[src/rtl/alu_share_arbiter_if.sv]
`default_nettype none
// ============================================================================
// Module   : alu_share_arbiter_if
// Purpose  : Request/operand/result bundle between two requesters and the
//            shared-ALU arbiter.
// Revision : 1.0  initial release
// ============================================================================
interface alu_share_arbiter_if #(
    parameter int W = 16
);
    logic         req0;
    logic         req1;
    logic [1:0]   op0;
    logic [1:0]   op1;
    logic [W-1:0] a0;
    logic [W-1:0] b0;
    logic [W-1:0] a1;
    logic [W-1:0] b1;
    logic         gnt0;
    logic         gnt1;
    logic         done0;
    logic         done1;
    logic [W-1:0] result;
    logic [2:0]   status0;
    logic [2:0]   status1;
    logic         busy;

    // Requester side: drives requests and operands, observes handshakes
    modport master (
        output req0, req1, op0, op1, a0, b0, a1, b1,
        input  gnt0, gnt1, done0, done1, result, status0, status1, busy
    );

    // Arbiter side
    modport slave (
        input  req0, req1, op0, op1, a0, b0, a1, b1,
        output gnt0, gnt1, done0, done1, result, status0, status1, busy
    );
endinterface
`default_nettype wire

[src/rtl/alu_share_arbiter.sv]
`default_nettype none
// ============================================================================
// Module   : alu_share_arbiter
// Purpose  : Round-robin sharing of one W-bit ALU between two requesters.
//            IDLE -> EXEC -> RESP per transaction, registered grant/done
//            pulses, registered result, per-requester {N,V,Z} status that
//            only compare (op 01) operations update.
// Revision : 1.0  initial release
// ============================================================================
module alu_share_arbiter #(
    parameter int W = 16
) (
    input  logic               clk,
    input  logic               rst_n,
    alu_share_arbiter_if.slave bus
);

    typedef enum logic [1:0] {
        S_IDLE = 2'd0,
        S_EXEC = 2'd1,
        S_RESP = 2'd2
    } state_t;

    localparam logic [1:0] c_OP_ADD = 2'b00;
    localparam logic [1:0] c_OP_CMP = 2'b01;
    localparam logic [1:0] c_OP_AND = 2'b10;

    state_t       r_state;
    logic         r_owner;
    logic         r_last;
    logic [1:0]   r_op;
    logic [W-1:0] r_a;
    logic [W-1:0] r_b;
    logic         r_gnt0;
    logic         r_gnt1;
    logic         r_done0;
    logic         r_done1;
    logic [W-1:0] r_result;
    logic [2:0]   r_status0;
    logic [2:0]   r_status1;

    logic         w_win;
    logic [W-1:0] w_sum;
    logic [W-1:0] w_diff;
    logic [W-1:0] w_alu;
    logic         w_v;
    logic [2:0]   w_nvz;

    // Under contention the requester that was not served last wins;
    // otherwise whoever is requesting wins (1 = requester 1).
    assign w_win = (bus.req0 && bus.req1) ? ~r_last : bus.req1;

    assign w_sum  = r_a + r_b;
    assign w_diff = r_a - r_b;

    // Shared ALU on the captured operands; V is signed overflow for add/sub
    always_comb begin
        w_alu = ~r_b;
        w_v   = 1'b0;
        case (r_op)
            c_OP_ADD: begin
                w_alu = w_sum;
                w_v   = (r_a[W-1] == r_b[W-1]) && (w_sum[W-1] != r_a[W-1]);
            end
            c_OP_CMP: begin
                w_alu = w_diff;
                w_v   = (r_a[W-1] != r_b[W-1]) && (w_diff[W-1] != r_a[W-1]);
            end
            c_OP_AND: begin
                w_alu = r_a & r_b;
            end
            default: begin
                w_alu = ~r_b;
            end
        endcase
    end

    assign w_nvz = {w_alu[W-1], w_v, (w_alu == '0)};

    // Arbitration FSM with registered handshakes, result and status
    always_ff @(posedge clk or negedge rst_n) begin
        if (!rst_n) begin
            r_state   <= S_IDLE;
            r_owner   <= 1'b0;
            r_last    <= 1'b1;
            r_op      <= 2'b00;
            r_a       <= '0;
            r_b       <= '0;
            r_gnt0    <= 1'b0;
            r_gnt1    <= 1'b0;
            r_done0   <= 1'b0;
            r_done1   <= 1'b0;
            r_result  <= '0;
            r_status0 <= 3'b000;
            r_status1 <= 3'b000;
        end else begin
            r_gnt0  <= 1'b0;
            r_gnt1  <= 1'b0;
            r_done0 <= 1'b0;
            r_done1 <= 1'b0;
            case (r_state)
                S_IDLE: begin
                    if (bus.req0 || bus.req1) begin
                        r_owner <= w_win;
                        r_last  <= w_win;
                        r_op    <= w_win ? bus.op1 : bus.op0;
                        r_a     <= w_win ? bus.a1  : bus.a0;
                        r_b     <= w_win ? bus.b1  : bus.b0;
                        r_gnt0  <= ~w_win;
                        r_gnt1  <= w_win;
                        r_state <= S_EXEC;
                    end
                end
                S_EXEC: begin
                    r_result <= w_alu;
                    r_done0  <= ~r_owner;
                    r_done1  <= r_owner;
                    if (r_op == c_OP_CMP) begin
                        if (r_owner) begin
                            r_status1 <= w_nvz;
                        end else begin
                            r_status0 <= w_nvz;
                        end
                    end
                    r_state <= S_RESP;
                end
                S_RESP: begin
                    r_state <= S_IDLE;
                end
                default: begin
                    r_state <= S_IDLE;
                end
            endcase
        end
    end

    assign bus.gnt0    = r_gnt0;
    assign bus.gnt1    = r_gnt1;
    assign bus.done0   = r_done0;
    assign bus.done1   = r_done1;
    assign bus.result  = r_result;
    assign bus.status0 = r_status0;
    assign bus.status1 = r_status1;
    assign bus.busy    = (r_state != S_IDLE);

endmodule
`default_nettype wire

[src/flat_wrapper.sv]
// flat-port wrapper written by rule: the top's interface ports become plain ports
module alu_share_arbiter_flat 
#(
    parameter int W = 16
)
  (clk, rst_n, bus_req0, bus_req1, bus_op0, bus_op1, bus_a0, bus_b0, bus_a1, bus_b1, bus_gnt0, bus_gnt1, bus_done0, bus_done1, bus_result, bus_status0, bus_status1, bus_busy);
  alu_share_arbiter_if #(.W(W)) bus_i ();
  input  logic clk;
  input  logic rst_n;
  input wire logic [$bits(bus_i.req0)-1:0] bus_req0;
  input wire logic [$bits(bus_i.req1)-1:0] bus_req1;
  input wire logic [$bits(bus_i.op0)-1:0] bus_op0;
  input wire logic [$bits(bus_i.op1)-1:0] bus_op1;
  input wire logic [$bits(bus_i.a0)-1:0] bus_a0;
  input wire logic [$bits(bus_i.b0)-1:0] bus_b0;
  input wire logic [$bits(bus_i.a1)-1:0] bus_a1;
  input wire logic [$bits(bus_i.b1)-1:0] bus_b1;
  output wire logic [$bits(bus_i.gnt0)-1:0] bus_gnt0;
  output wire logic [$bits(bus_i.gnt1)-1:0] bus_gnt1;
  output wire logic [$bits(bus_i.done0)-1:0] bus_done0;
  output wire logic [$bits(bus_i.done1)-1:0] bus_done1;
  output wire logic [$bits(bus_i.result)-1:0] bus_result;
  output wire logic [$bits(bus_i.status0)-1:0] bus_status0;
  output wire logic [$bits(bus_i.status1)-1:0] bus_status1;
  output wire logic [$bits(bus_i.busy)-1:0] bus_busy;
  assign bus_i.req0 = bus_req0;
  assign bus_i.req1 = bus_req1;
  assign bus_i.op0 = bus_op0;
  assign bus_i.op1 = bus_op1;
  assign bus_i.a0 = bus_a0;
  assign bus_i.b0 = bus_b0;
  assign bus_i.a1 = bus_a1;
  assign bus_i.b1 = bus_b1;
  assign bus_gnt0 = bus_i.gnt0;
  assign bus_gnt1 = bus_i.gnt1;
  assign bus_done0 = bus_i.done0;
  assign bus_done1 = bus_i.done1;
  assign bus_result = bus_i.result;
  assign bus_status0 = bus_i.status0;
  assign bus_status1 = bus_i.status1;
  assign bus_busy = bus_i.busy;
  alu_share_arbiter #(.W(W)) u_core (.clk(clk), .rst_n(rst_n), .bus(bus_i));
endmodule
[config.mk]
export PLATFORM = sky130hd
export DESIGN_NAME = alu_share_arbiter_flat
export DESIGN_NICKNAME = d
export VERILOG_FILES = /design/src/rtl/alu_share_arbiter_if.sv /design/src/rtl/alu_share_arbiter.sv /design/src/flat_wrapper.sv
export SDC_FILE = /design/constraint.sdc
export NUM_CORES = 1
export LEC_CHECK = 0
export CAP_MARGIN = 20
export CELL_PAD_IN_SITES_DETAIL_PLACEMENT = 2
export CELL_PAD_IN_SITES_GLOBAL_PLACEMENT = 2
export CORE_ASPECT_RATIO = 0.5
export CORE_MARGIN = 1
export CORE_UTILIZATION = 31
export DETAILED_ROUTE_END_ITERATION = 8
export PLACE_DENSITY_LB_ADDON = 0.25
export SLEW_MARGIN = 25
export SYNTH_ARGS = -nofsm -noshare
export SYNTH_HDL_FRONTEND = slang
export SYNTH_SLANG_ARGS = --single-unit
[constraint.sdc]
create_clock -name clk -period 3.65 [get_ports clk]
set_input_delay 0.73 -clock clk [delete_from_list [all_inputs] [get_ports clk]]
set_output_delay 0.73 -clock clk [all_outputs]
set_load 0.02 [all_outputs]
==> impl_metrics.tcl, run 1 <==
set metrics [dict create \
    cp-end-kind "flop" \
    yosysWarnings 0 \
    drv_slew 0 \
    drive_above_1_share_pct 8.703 \
    io_pins 99 \
    cts_buffer_depth 2 \
    synth_top_flop_cell "dfrtp_1" \
    cts-root-buf "clkbuf_16" \
    num-nets-final 733 \
    core_um2 14550 \
    final_util_pct 42.75 \
    track_usage_pct 22.37 \
    gp_congestion 0.8908 \
    dpl_worst_slack_ns 0.1430 \
    grt.overflow.total 0 \
    fmax_mhz 289.8 \
    final_cell_mix "clkdlybuf4s50_1, dfrtp_1, nand2_1" \
    cap_violations 0 \
    drt_wl_total_mm 16.41 \
    dieArea_um2 15530 \
    hold_ws_ns 0.4607 \
    drc 0 \
    synthDistinctLibCells 64 \
    rsz0062_at_grt "no" \
    antenna_left 0 \
    path_max_fanout 8 \
    n_fill_cell 1612 \
    reg2reg_from "u_core.r_b[2]" \
    async_flop_share_pct 100.0 \
    n_antenna_cell 0 \
    die_h_um 88.62 \
    die_w_um 175.2 \
    grt.busiest_layer "met2" \
    hpwl_mm 12.61 \
    use_met3_pct 4.253 \
    finalCriticalPeriod_ns 3.451 \
    grt_max_degree 59 \
    postCtsHoldBufs 0 \
    vias_per_cell 5.400 \
    ir_worst_vdd_mv 0.3022 \
    r2r_end "u_core.bus.status1[0]" \
    use_met1_pct 31.15 \
    clock_sinks 64 \
    skew_ns 0.006091 \
    area_delta_synth_final_pct 33.67 \
    seq_area_frac_synth_pct 34.45 \
    grt_antenna_before_repair 0 \
    cts_buffers 9 \
    syn_nets 642 \
    worstHoldPathType "input pin to async pin" \
    tns_ns 0 \
    syn_area_per_cell_um2 8.679 \
    crit_type "flop to flop" \
    clk_pin_slew_ns 0.06 \
    io_buffers 98 \
    grt_pass1_wl_mm 26.37 \
    synthTopCellsByArea "dfrtp_1, ha_1, mux2i_1" \
    cts_setup_buffers 0 \
    htreeDepth 3 \
    synth_edf_count 0 \
    rows 31 \
    setup_slack_ns 0.1988 \
    slew_headroom_pct 47.83 \
    synth_area_leader_cell "dfrtp_1" \
    cellLeakagePower_nw 2.788 \
    first_iter_violations 286 \
    ys_ff_latch 64 \
    rrSetupSlack_ns 0.20 \
    arrival_ns 3.70 \
    initial_core_util_pct 31.98 \
    wl_per_cell_um 19.77 \
    finalHoldViolCount 0 \
    post-route-period-util_pct 94.55 \
    startpoint_type "flop" \
    met2_usage_pct 35.61 \
    firstDrtPassIters 5 \
    setup_viol 0 \
    p_per_area_nw_per_um2 1132 \
    tightest_slew_ns 0.7826 \
    clock_latency_ns 0.34 \
    multi_input_area_um2 2763 \
    cts_tree "yes" \
    grt_pass1_vias 4720 \
    syn_area_um2 4652 \
    via_count 4482 \
    synth_top_area_share_pct 33.89 \
    rr_worst_depth 12 \
    status "finished, final reports clean" \
    seqCellArea_um2 1603 \
    synth_cells 536 \
    required_ns 3.89 \
    layout_commonest_cell "clkdlybuf4s50_1" \
]
## Yosys cell counts (2+ instances only)
cell,count
xnor2_1,6
buf_1,2
and2_1,5
mux2i_1,34
o21ai_0,55
buf_2,2
o21a_1,4
fa_1,2
or2_2,2
nand3_1,5
xor2_1,4
a211o_1,4
and4_1,2
a31o_2,2
a221oi_1,2
a211oi_1,11
o41ai_1,2
nor3_1,8
inv_1,44
o211ai_1,5
o31a_1,4
nand2_1,60
o31ai_1,5
nor2b_1,7
mux2_2,5
a21o_1,6
and3_1,5
a22oi_1,2
o2111ai_1,7
nor4_1,3
nand2b_1,5
a21oi_1,33
a222oi_1,13
dfrtp_1,63
clkbuf_1,29
ha_1,32
nor2_1,28
a31oi_1,2
## through the flow
stage | cell area [µm²] | cells | power, mW
after floorplan | 4652 | 536 | 4.382
after global routing | 6218 | 830 | 7.592
after CTS | 6202 | 830 | 7.037
after global placement | 5882 | 814 | 5.812
final | 6218 | 830 | 7.041
after detailed placement | 5882 | 814 | 5.986
## layout make-up
cell class	instances	area share, %
inverters	45	2.716
multi-input cells	392	44.43
well taps	198	3.984
flip-flops and latches	64	25.77
clock inverters	7	1.529
clock buffers	9	3.622
repair buffers	115	17.95
## worst max-delay path by stage
stage	from	endpoint	depth (start not counted)
2_1_floorplan	u_core.r_b[0]	u_core.bus.status0[0]	11
5_1_grt	u_core.r_b[0]	u_core.bus.status1[0]	12
3_3_place_gp	u_core.r_b[0]	u_core.bus.status1[0]	11
4_1_cts	u_core.r_b[0]	u_core.bus.status1[0]	11
3_5_place_dp	u_core.r_b[0]	u_core.bus.status1[0]	11
6_report	u_core.r_b[2]	u_core.bus.status1[0]	12
## per-layer routing
| layer | up-vias | part of all wire [%] | routed length, µm |
|---|---|---|---|
| met5 | - | 0 | 0 |
| met3 | 20 | 4.4 | 729 |
| met2 | 119 | 45 | 7355 |
| met1 | 2231 | 49 | 8040 |
| met4 | 0 | 1.7 | 281 |
| li1 | 2112 | - | - |
## critical path, stage by stage, from the launching register on
cell and delay [ns]:
dfrtp_1 0.40, inv_1 0.06, ha_1 0.40, and2b_1 0.23
o2111ai_1 0.34, a21oi_1 0.17, buf_4 0.18, o31a_1 0.32
a311oi_2 0.32, a211oi_1 0.10, a2111oi_2 0.42, nand4_1 0.19
o31ai_1 0.24
## power by group
| part | switching [mW] | leakage [nW] | internal, mW |
|---|---|---|---|
| clock | 0.356 | 0.156 | 0.599 |
| sequential | 0.317 | 0.795 | 1.05 |
| combinational | 2.88 | 1.84 | 1.84 |
## cell families after synthesis
| family | count (synthesis) | synth area share [%] |
|---|---|---|
| DFF | 64 | 34.45 |
| muxes | 39 | 8.526 |
| buffers and inverters | 80 | 6.751 |
| and+or+nand+nor | 138 | 13.83 |
| AOI/OAI and AO/OA | 171 | 25.09 |
| adders and majority gates | 34 | 9.467 |
| xor gates and xnor gates | 10 | 1.883 |
## timing repair
| item | 4_1_cts | 5_1_grt |
|---|---|---|
| endpoints found under the hold margin | 0 | 0 |
| gates resized for setup | 0 | 3 |
| setup endpoints to repair | 0 | 2 |
## flip-flops by register name, summed over array words and instances, names as in the netlist
signal / cells
u_core.bus.done1: 1
u_core.bus.done0: 1
u_core.r_a: 16
u_core.r_op: 2
u_core.bus.result: 16
u_core.bus.status1: 3
u_core.bus.gnt1: 1
u_core.r_state: 2
u_core.r_b: 16
u_core.r_owner: 1
u_core.bus.status0: 3
u_core.bus.gnt0: 1
u_core.r_last: 1
(Power assumes the default switching activity.)
==> run 2: changes to the inputs <==
Settings changed: CORE_UTILIZATION 31 to 28.
Clock period 3.65 ns to 2.8 ns, I/O delays scaled along.
==> impl_metrics.tcl, run 2 (synthesized netlist as in run 1, its figures left out) <==
set metrics [dict create \
    slew_headroom_pct 33.17 \
    grt_max_degree 40 \
    dieArea_um2 17170 \
    firstDrtPassIters 8 \
    drv_slew 0 \
    postPlaceCellArea_um2 6827 \
    htreeDepth 3 \
    final_cell_mix "buf_4, clkdlybuf4s50_1, dfrtp_1" \
    setup_slack_ns -0.6565 \
    worstHoldPathType "input pin to async pin" \
    gp_congestion 0.8918 \
    track_usage_pct 24.74 \
    rows 32 \
    die_w_um 184.3 \
    hpwl_mm 15.77 \
    finalHoldViolCount 0 \
    first_iter_violations 311 \
    startpoint_type "flop" \
    grt.overflow.total 0 \
    drc 0 \
    layout_commonest_cell "buf_4" \
    wl_per_cell_um 22.96 \
    clk_pin_slew_ns 0.06 \
    die_h_um 93.15 \
    cts_buffer_depth 2 \
    n_fill_cell 1698 \
    initial_core_util_pct 29.41 \
    area_delta_synth_final_pct 59.68 \
    drt_wl_total_mm 22.43 \
    cts_tree "yes" \
    clock_latency_ns 0.34 \
    n_antenna_cell 0 \
    arrival_ns 3.70 \
    core_um2 15820 \
    status "finished with violations" \
    io_pins 99 \
    violations "negative setup slack" \
    cp-end-kind "flop" \
    cap_violations 0 \
    fmax_mhz 289.3 \
    tns_ns -2.287 \
    critical-path-top-delay-family "compound AO/OA/AOI/OAI gates" \
    tightest_slew_ns 1.002 \
    grt_antenna_before_repair 0 \
    rsz0062_at_grt "yes" \
    drive_above_1_share_pct 29.10 \
    cp_slowest_cell "dfrtp_1" \
    cts-root-buf "clkbuf_16" \
    cpPeakStageDelay_ns 0.42 \
    postCtsHoldBufs 0 \
    fin_area_um2 7428 \
    path_max_fanout 3 \
    path_buf_inv 1 \
    grt_pass1_wl_mm 31.74 \
    post-route-period-util_pct 123.4 \
    skew_ns 0.01066 \
    cp_cell_sequence "ha_2, fa_2, and2b_2, o21a_1, o211ai_1, a211oi_2, nor4_2, a31oi_2, a2111oi_4, buf_4, nand4_1, o31ai_2" \
    clock_sinks 64 \
    io_buffers 98 \
    dpl_worst_slack_ns -0.8559 \
    fin_cells 977 \
    via_count 5212 \
    grt_pass1_vias 5507 \
    finalCriticalPeriod_ns 3.457 \
    vias_per_cell 5.335 \
    antenna_left 0 \
    cts_buffers 9 \
    crit_type "flop to flop" \
    required_ns 3.05 \
    placed_cells 954 \
    setup_viol 13 \
    num-nets-final 857 \
]
run 2: changes by cell type in the layout (fill, tap and decap cells not counted), sizes merged:
| cell | previous run | this run |
|---|---|---|
| bufinv | 2 | 1 |
| clkbuf | 9 | 10 |
| buf | 18 | 142 |
run 2: path summary, 6_finish.rpt:
kind,startpoint,end,slack [ns],cells after the start
worst max-delay path,u_core.r_a[0],u_core.bus.status0[0],-0.66,12
max in group asynchronous,rst_n,u_core.bus.result[3],1.69,2
worst max register to register,u_core.r_a[0],u_core.bus.status0[0],-0.66,12
worst min-delay path,rst_n,u_core.r_b[1],0.38,1
worst min register to register,u_core.bus.result[8],u_core.bus.result[8],0.47,2
min in group clk,u_core.bus.result[8],u_core.bus.result[8],0.47,2
run 2: cell type report:
type                       count  area (µm²)  area share (%)
inverter                      45       168.9           2.274
sequential                    64        1604           21.59
clock inverter                 6       68.82          0.9264
clock buffer                  10       229.0           3.082
multi-input combinational    392        3022           40.68
timing repair buffer         239        2059           27.72
tap                          221       276.5           3.722
run 2: worst register-to-register path: stages, from the launching register on:
cell	delay, ns
dfrtp_1	0.42
ha_2	0.22
fa_2	0.35
and2b_2	0.25
o21a_1	0.21
o211ai_1	0.29
a211oi_2	0.13
nor4_2	0.42
a31oi_2	0.18
a2111oi_4	0.36
buf_4	0.17
nand4_1	0.13
o31ai_2	0.24
run 2: metal layers:
metal / vias up / global-route usage, % / share of wire [%]
met4: 0 / 6.250 / 2.1
met1: 2654 / 33.29 / 45
met5: - / 0 / 0
li1: 2351 / - / -
met2: 168 / 41.60 / 48
met3: 39 / 3.660 / 4.8
run 2: timing repair:
action	CTS	global route
pin swaps	8	11
buffers inserted	3	4
setup endpoints to repair	12	12
gates resized for setup	20	38
run 2: per-stage QoR:
step,util (%),hold slack [ns]
after floorplan,-,0.2644
after global placement,43.16,0.4545
after detailed placement,43.16,0.4618
after CTS,45.77,0.4207
after global routing,46.97,0.4361
final,46.97,0.3771
Power of run 2 is not shown: default switching activity piles up to over one toggle a cycle in this logic, so the estimate is an artifact.
==> run 3: changes to the inputs <==
Settings changed: SLEW_MARGIN 25 to 20.
==> results of run 3 <==
Same layout as run 2: the final DEF is identical, and so are final timing and power.
Power of run 3 is left out for the same reason.
